[src/rtl/mdu_pkg.sv]
// mdu_pkg: shared definitions for the iterative multiply/divide unit.
//   - op encodings MDU_MULT..MDU_MSUBU (codes 4-7 are only meaningful when
//     the unit is built with MDU_MADD_EN defined)
//   - controller state type
//   - clog2 helper for WIDTH-derived counter sizes
package mdu_pkg;

    localparam logic [2:0] MDU_MULT  = 3'd0;
    localparam logic [2:0] MDU_MULTU = 3'd1;
    localparam logic [2:0] MDU_DIV   = 3'd2;
    localparam logic [2:0] MDU_DIVU  = 3'd3;
    localparam logic [2:0] MDU_MADD  = 3'd4;
    localparam logic [2:0] MDU_MADDU = 3'd5;
    localparam logic [2:0] MDU_MSUB  = 3'd6;
    localparam logic [2:0] MDU_MSUBU = 3'd7;

    typedef enum logic [1:0] {
        ST_IDLE = 2'd0,
        ST_MUL  = 2'd1,
        ST_DIV  = 2'd2
    } mdu_state_e;

    // Bits needed to hold values 0..value-1.
    function automatic int clog2(input int value);
        int res;
        int v;
        res = 0;
        v   = value - 1;
        while (v > 0) begin
            res = res + 1;
            v   = v >>> 1;
        end
        return res;
    endfunction

endpackage

[src/rtl/mdu_div_seq.sv]
// mdu_div_seq: unsigned restoring divider, one quotient bit per cycle.
//   clk, reset  : clock, synchronous active-high reset
//   go          : load dividend/divisor and perform the first iteration
//   dividend    : unsigned dividend
//   divisor     : unsigned divisor (0 gives an all-ones quotient, unused)
//   quot, rem   : result registers
//   valid       : one-cycle pulse, quot/rem hold the final result
// The first iteration happens on the go edge, so the result is visible
// WIDTH cycles after go is sampled.
module mdu_div_seq
    import mdu_pkg::*;
#(
    parameter int WIDTH = 32
) (
    input  logic             clk,
    input  logic             reset,
    input  logic             go,
    input  logic [WIDTH-1:0] dividend,
    input  logic [WIDTH-1:0] divisor,
    output logic [WIDTH-1:0] quot,
    output logic [WIDTH-1:0] rem,
    output logic             valid
);

    localparam int CW = clog2(WIDTH);

    logic [WIDTH-1:0] q_q, q_d, r_q, r_d, d_q, d_d;
    logic [CW-1:0]    cnt_q, cnt_d;
    logic             run_q, run_d, valid_q, valid_d;

    logic [WIDTH-1:0] src_r, src_q, src_d;
    logic [WIDTH:0]   r_sh;
    logic             take;
    logic [WIDTH-1:0] step_r, step_q;

    // One restoring step: shift in the next dividend bit, subtract if it fits.
    always_comb begin
        src_r  = go ? '0       : r_q;
        src_q  = go ? dividend : q_q;
        src_d  = go ? divisor  : d_q;
        r_sh   = {src_r, src_q[WIDTH-1]};
        take   = (r_sh >= {1'b0, src_d});
        step_r = take ? WIDTH'(r_sh - {1'b0, src_d}) : r_sh[WIDTH-1:0];
        step_q = {src_q[WIDTH-2:0], take};
    end

    always_comb begin
        q_d     = q_q;
        r_d     = r_q;
        d_d     = d_q;
        cnt_d   = cnt_q;
        run_d   = run_q;
        valid_d = 1'b0;
        if (go) begin
            q_d   = step_q;
            r_d   = step_r;
            d_d   = divisor;
            cnt_d = CW'(WIDTH - 1);
            run_d = 1'b1;
        end else if (run_q) begin
            q_d   = step_q;
            r_d   = step_r;
            cnt_d = cnt_q - 1'b1;
            if (cnt_q == CW'(1)) begin
                run_d   = 1'b0;
                valid_d = 1'b1;
            end
        end
    end

    always_ff @(posedge clk) begin
        if (reset) begin
            q_q     <= '0;
            r_q     <= '0;
            d_q     <= '0;
            cnt_q   <= '0;
            run_q   <= 1'b0;
            valid_q <= 1'b0;
        end else begin
            q_q     <= q_d;
            r_q     <= r_d;
            d_q     <= d_d;
            cnt_q   <= cnt_d;
            run_q   <= run_d;
            valid_q <= valid_d;
        end
    end

    assign quot  = q_q;
    assign rem   = r_q;
    assign valid = valid_q;

endmodule

[src/rtl/mdu_iter.sv]
// mdu_iter: multiply/divide unit owning the HI/LO registers.
//   clk, reset   : clock, synchronous active-high reset (aborts any op)
//   start, op    : launch an operation (accepted only when busy=0)
//   a, b         : rs/rt operands; a is also the mthi/mtlo data
//   hi_we, lo_we : mthi/mtlo, honoured only when idle and start=0
//   hi, lo       : architectural HI/LO
//   busy         : operation in flight
//   done         : one-cycle pulse when HI/LO have just been committed
// Mult/multu hold busy MULT_LAT cycles; div/divu hold busy WIDTH+1 cycles.
// Build option MDU_MADD_EN enables madd/maddu/msub/msubu (ops 4-7, latency
// MULT_LAT+1); without it those codes are ignored.
module mdu_iter
    import mdu_pkg::*;
#(
    parameter int WIDTH    = 32,
    parameter int MULT_LAT = 5,
    parameter int CNT_W    = 6
) (
    input  logic             clk,
    input  logic             reset,
    input  logic             start,
    input  logic [2:0]       op,
    input  logic [WIDTH-1:0] a,
    input  logic [WIDTH-1:0] b,
    input  logic             hi_we,
    input  logic             lo_we,
    output logic [WIDTH-1:0] hi,
    output logic [WIDTH-1:0] lo,
    output logic             busy,
    output logic             done
);

    mdu_state_e       state_q, state_d;
    logic [CNT_W-1:0] cnt_q, cnt_d;
    logic [WIDTH-1:0] a_q, a_d, b_q, b_d;
    logic             sgn_q, sgn_d;
    logic [WIDTH-1:0] hi_q, hi_d, lo_q, lo_d;
    logic             done_q, done_d;
`ifdef MDU_MADD_EN
    logic             acc_q, acc_d, sub_q, sub_d;
    logic             op_acc;
`endif

    logic             op_ok, op_div;

    always_comb begin
        op_ok  = 1'b0;
        op_div = 1'b0;
`ifdef MDU_MADD_EN
        op_acc = 1'b0;
`endif
        case (op)
            MDU_MULT, MDU_MULTU: op_ok = 1'b1;
            MDU_DIV, MDU_DIVU: begin
                op_ok  = 1'b1;
                op_div = 1'b1;
            end
`ifdef MDU_MADD_EN
            MDU_MADD, MDU_MADDU, MDU_MSUB, MDU_MSUBU: begin
                op_ok  = 1'b1;
                op_acc = 1'b1;
            end
`endif
            default: ;
        endcase
    end

    // Multiplier: operands are held in a_q/b_q for the whole latency, the
    // sign-extended product is truncated to 2*WIDTH bits.
    logic [2*WIDTH-1:0] ext_a, ext_b, prod, mul_res;
    assign ext_a = {{WIDTH{sgn_q & a_q[WIDTH-1]}}, a_q};
    assign ext_b = {{WIDTH{sgn_q & b_q[WIDTH-1]}}, b_q};
    assign prod  = ext_a * ext_b;

    always_comb begin
        mul_res = prod;
`ifdef MDU_MADD_EN
        if (acc_q)
            mul_res = sub_q ? ({hi_q, lo_q} - prod) : ({hi_q, lo_q} + prod);
`endif
    end

    // Divider: magnitudes in, sign fix-up on the way out.
    logic [WIDTH-1:0] abs_a, abs_b, div_quot, div_rem, quot_s, rem_s;
    logic             div_go, div_valid, neg_q, neg_r;

    assign abs_a  = (sgn_q && a_q[WIDTH-1]) ? -a_q : a_q;
    assign abs_b  = (sgn_q && b_q[WIDTH-1]) ? -b_q : b_q;
    assign neg_q  = sgn_q & (a_q[WIDTH-1] ^ b_q[WIDTH-1]);
    assign neg_r  = sgn_q & a_q[WIDTH-1];
    assign quot_s = neg_q ? -div_quot : div_quot;
    assign rem_s  = neg_r ? -div_rem : div_rem;
    // The first DIV cycle is the setup cycle: magnitudes go straight into
    // the divider, which also performs its first iteration on that edge.
    assign div_go = (state_q == ST_DIV) && (cnt_q == CNT_W'(WIDTH));

    mdu_div_seq #(
        .WIDTH (WIDTH)
    ) u_div (
        .clk      (clk),
        .reset    (reset),
        .go       (div_go),
        .dividend (abs_a),
        .divisor  (abs_b),
        .quot     (div_quot),
        .rem      (div_rem),
        .valid    (div_valid)
    );

    always_comb begin
        state_d = state_q;
        cnt_d   = cnt_q;
        a_d     = a_q;
        b_d     = b_q;
        sgn_d   = sgn_q;
        hi_d    = hi_q;
        lo_d    = lo_q;
        done_d  = 1'b0;
`ifdef MDU_MADD_EN
        acc_d   = acc_q;
        sub_d   = sub_q;
`endif
        unique case (state_q)
            ST_IDLE: begin
                if (start) begin
                    if (op_ok) begin
                        a_d   = a;
                        b_d   = b;
                        sgn_d = ~op[0];
                        if (op_div) begin
                            state_d = ST_DIV;
                            cnt_d   = CNT_W'(WIDTH);
                        end else begin
                            state_d = ST_MUL;
                            cnt_d   = CNT_W'(MULT_LAT - 1);
`ifdef MDU_MADD_EN
                            acc_d = op_acc;
                            sub_d = op[1];
                            if (op_acc)
                                cnt_d = CNT_W'(MULT_LAT);
`endif
                        end
                    end
                end else begin
                    if (hi_we) hi_d = a;
                    if (lo_we) lo_d = a;
                end
            end
            ST_MUL: begin
                if (cnt_q == '0) begin
                    {hi_d, lo_d} = mul_res;
                    state_d      = ST_IDLE;
                    done_d       = 1'b1;
                end else begin
                    cnt_d = cnt_q - 1'b1;
                end
            end
            ST_DIV: begin
                if (cnt_q != '0)
                    cnt_d = cnt_q - 1'b1;
                if (div_valid) begin
                    if (b_q != '0) begin
                        lo_d = quot_s;
                        hi_d = rem_s;
                    end
                    state_d = ST_IDLE;
                    cnt_d   = '0;
                    done_d  = 1'b1;
                end
            end
            default: state_d = ST_IDLE;
        endcase
    end

    always_ff @(posedge clk) begin
        if (reset) begin
            state_q <= ST_IDLE;
            cnt_q   <= '0;
            a_q     <= '0;
            b_q     <= '0;
            sgn_q   <= 1'b0;
            hi_q    <= '0;
            lo_q    <= '0;
            done_q  <= 1'b0;
`ifdef MDU_MADD_EN
            acc_q   <= 1'b0;
            sub_q   <= 1'b0;
`endif
        end else begin
            state_q <= state_d;
            cnt_q   <= cnt_d;
            a_q     <= a_d;
            b_q     <= b_d;
            sgn_q   <= sgn_d;
            hi_q    <= hi_d;
            lo_q    <= lo_d;
            done_q  <= done_d;
`ifdef MDU_MADD_EN
            acc_q   <= acc_d;
            sub_q   <= sub_d;
`endif
        end
    end

    assign hi   = hi_q;
    assign lo   = lo_q;
    assign busy = (state_q != ST_IDLE);
    assign done = done_q;

endmodule

[config.mk]
export PLATFORM = sky130hd
export DESIGN_NAME = mdu_iter
export DESIGN_NICKNAME = d
export VERILOG_FILES = /design/src/rtl/mdu_pkg.sv /design/src/rtl/mdu_div_seq.sv /design/src/rtl/mdu_iter.sv
export SDC_FILE = /design/constraint.sdc
export NUM_CORES = 2
export LEC_CHECK = 0
export ABC_AREA = 1
export BUFFER_PORTS_ARGS = -buffer_cell sky130_fd_sc_hd__clkbuf_2
export CAP_MARGIN = 10
export CORE_ASPECT_RATIO = 0.8
export CORE_UTILIZATION = 45
export CTS_BUF_LIST = sky130_fd_sc_hd__clkbuf_4 sky130_fd_sc_hd__clkbuf_8
export DETAILED_ROUTE_END_ITERATION = 8
export PLACE_DENSITY = 0.7
export SYNTH_ARGS = -nofsm -noshare
export SYNTH_HDL_FRONTEND = slang
export SYNTH_HIERARCHICAL = 1
export SYNTH_SLANG_ARGS = --single-unit
export TNS_END_PERCENT = 1
[constraint.sdc]
create_clock -name clk -period 10.3 [get_ports clk]
set_clock_uncertainty 0.15 [all_clocks]
set_input_delay 2.06 -clock clk [delete_from_list [all_inputs] [get_ports clk]]
set_output_delay 2.06 -clock clk [all_outputs]
set_load 0.02 [all_outputs]
==> impl_metrics.yaml <==
routing:
  drt_iter0_markers: 5476
  first_pass_iters: 8
  drtAntennaViolNets: 0
  num_vias: 49900
  viasPerCell: 5.31
  post-route-drc-count: 0
  wl_per_cell_um: 20.3
  drt-total-wl_um: 191000
critical_path:
  worstPathRequired_ns: 10.73
  rrSetupSlack_ns: 0.88
  crit_top_cell: "fa_1"
  start_kind: "flip-flop"
  ff2ff_path_depth: 27
  cpPeakStageDelay_ns: 0.63
  cp_slowest_cell: "fa_1"
  r2r-end: "hi[14]$_SDFFE_PP0P_"
  worstPathArrival_ns: 9.84
  crit_path_max_fanout: 30
  reg2reg_from: "sgn_q$_SDFFE_PP0P_"
  critPathKind: "flip-flop to flip-flop"
  endpoint_kind: "flip-flop"
worst_hold_path:
  whs_endpoint: "u_div/cnt_q[4]$_SDFFE_PP0P_"
  whs_path_depth: 2
  min_path_type: "flip-flop to flip-flop"
  hold_path.startpoint: "u_div/cnt_q[4]$_SDFFE_PP0P_"
sta:
  rsz0062_at_grt: "false"
  setup_violations: 0
  holdWs_ns: 0.331
  hold_viol_final: 0
  relSlewSlack_pct: 21.9
  finalCritPeriodShare_pct: 91.4
  worst_pin_slew_ns: 1.17
  min_period_ns: 9.42
  tns_ns: 0
  fmax_ghz: 0.106
  slew_violations: 0
grt:
  use_met2_pct: 46.2
  grt-busiest-layer: "met2"
  grt_util_met3_pct: 6.46
  antenna_found_initial: 4
  grt_pass1_wl_um: 297000
  grt_overflow_total: 0
  grt_pass1_vias: 50000
  track_usage_pct: 30.5
  grt_max_degree: 98
  grtUsageMet1_pct: 43.6
clock_network:
  insertion_delay_ns: 0.65
  clock-sinks: 241
  cts_buffers: 41
  cts_root_buf: "clkbuf_8"
  htreeDepth: 2
  cts_buffer_depth: 3
  cts_setup_buffers: 0
  cts_tree: "yes"
  cts_hold_buffers: 0
  cts.repair.resized: 0
  path_clk_slew_ns: 0.07
run_status:
  outcome: "finished clean"
pwr:
  p_switching_uw: 2770
  leakage_uw: 0.0325
  seqPwrFrac_pct: 20.5
  swShare_pct: 52.4
  power.internal_uw: 2510
  clkPwrFrac_pct: 18.5
  ir_drop_mv: 0.100
  pwr-share-comb_pct: 61.0
  power_per_cell_area_nw_per_um2: 89.0
  p_total_uw: 5290
floorplan:
  die_w_um: 398
  die_h_um: 319
  start_util_pct: 45.7
  die-area_um2: 127000
  core_um2: 124000
  num_rows: 115
  io-pin-count: 138
synth:
  yosysMostFrequentCell: "nand2_1"
  synth_nets: 9277
  synthArstFlopShare_pct: 0
  seq_area_frac_synth_pct: 8.53
  synthTopCellsByCount: "2,018 x nand2_1, 2,005 x inv_1, 1,126 x fa_1"
  synth_seq_cells: 241
  synth_cells: 7823
  ys.flop_type: "dfxtp_1"
  ys_top_cells_by_area: "fa_1 40%, nand2_1 13%, inv_1 13%"
  synth-edff-count: 0
  avgSynthCellArea_um2: 7.23
  synth_top_area_cell: "fa_1"
  ys_types: 59
  yosysTopAreaCellShare_pct: 39.9
  synth-warning-count: 6
  synth_area_um2: 56500
cells_and_area:
  fillerInstances: 12400
  nets: 9178
  final_util_pct: 48.0
  register_area_um2: 4840
  fin_area_um2: 59400
  multi_input_area_um2: 42600
  drive_above_1_share_pct: 5.17
  syn_to_final_growth_pct: 5.02
placed_design:
  dp_hpwl_um: 159000
  place_congestion: 1.04
  port_buffers: 137
  dpl_cell_area_um2: 58500
run:
  timing.max_cap.violations: 0
## worst max path at each step
stage                         startpoint                  end  slack [ns]  cells past startpoint
floorplan           a_q[31]$_SDFFE_PP0P_  hi[29]$_SDFFE_PP0P_        2.14                     34
global placement      sgn_q$_SDFFE_PP0P_  hi[14]$_SDFFE_PP0P_        1.12                     27
detailed placement    sgn_q$_SDFFE_PP0P_  hi[14]$_SDFFE_PP0P_        1.07                     27
CTS                   sgn_q$_SDFFE_PP0P_  hi[14]$_SDFFE_PP0P_        1.01                     27
global route          sgn_q$_SDFFE_PP0P_  hi[14]$_SDFFE_PP0P_        0.47                     28
finish                sgn_q$_SDFFE_PP0P_  hi[14]$_SDFFE_PP0P_        0.88                     27
## sequential cells by signal, indices dropped and copies added (netlist names), 2 cells and up
| register | cells |
|---|---|
| state_q | 2 |
| a_q | 32 |
| u_div/quot | 32 |
| lo | 32 |
| u_div/rem | 32 |
| u_div/cnt_q | 5 |
| u_div/d_q | 32 |
| cnt_q | 6 |
| b_q | 32 |
| hi | 32 |
## area by class of cell
class	count	share of cell area [%]
timing repair buffer	239	2.49
multi-input combinational	5176	71.7
tap	1638	3.45
inverter	2025	12.8
clock buffer	54	1.19
clock inverter	17	0.228
antenna	1	0.00421
sequential	241	8.15
## worst max-delay path: cells and delay by family, from the launching register on
kind	cells	cell delay (ns)
buffers and inverters	6	0.93
AO/OA/AOI/OAI	2	0.72
AND/OR/NAND/NOR	10	2.50
flip-flops	1	0.47
adder cells (fa/ha/maj)	9	4.56
## layer usage
| layer | share of wire, % | wire, µm |
|---|---|---|
| met5 | 0 | 0 |
| met4 | 3.4 | 6520 |
| met3 | 11 | 20700 |
| met2 | 43 | 82200 |
| met1 | 43 | 81200 |
## placed cells by master (no fill, tap or decap), types with 38 or more instances in the layout
master    instances
ha_1            255
clkbuf_8         48
dfxtp_1         231
a21oi_1         334
xor2_1           84
fa_1           1126
inv_1          2003
buf_4           100
clkbuf_2        137
nand4_1          44
nor2_1          529
nand3_1         225
nand2_1        2017
o21ai_0         298
o21ai_1          38
## kinds of logic after synthesis
kind of cell / count (synthesis) / share of synthesized area [%]
XOR/XNOR: 88 / 1.36
multiplexers: 30 / 0.531
flip-flops: 241 / 8.53
buffers and inverters: 2406 / 16.2
AO/OA/AOI/OAI: 750 / 6.99
AND/OR/NAND/NOR: 2926 / 20.8
adder cells (fa/ha/maj): 1382 / 45.5
## power by group through the flow
stage               sequential [µW]  combinational [µW]  clock [µW]
floorplan                      1050                2110           0
global placement               1100                3140           0
detailed placement             1100                3190           0
CTS                            1080                3210         983
global route                   1080                3580        1030
finish                         1080                3230         978
## stage by stage
step / worst slack (ns) / cells
6_report: 0.885 / 9391
5_1_grt: 0.467 / 9391
4_1_cts: 1.01 / 9390
3_5_place_dp: 1.07 / 9319
3_3_place_gp: 1.12 / 9319
2_1_floorplan: 2.14 / 7823
No activity file was read; power rests on OpenSTA's default activity.
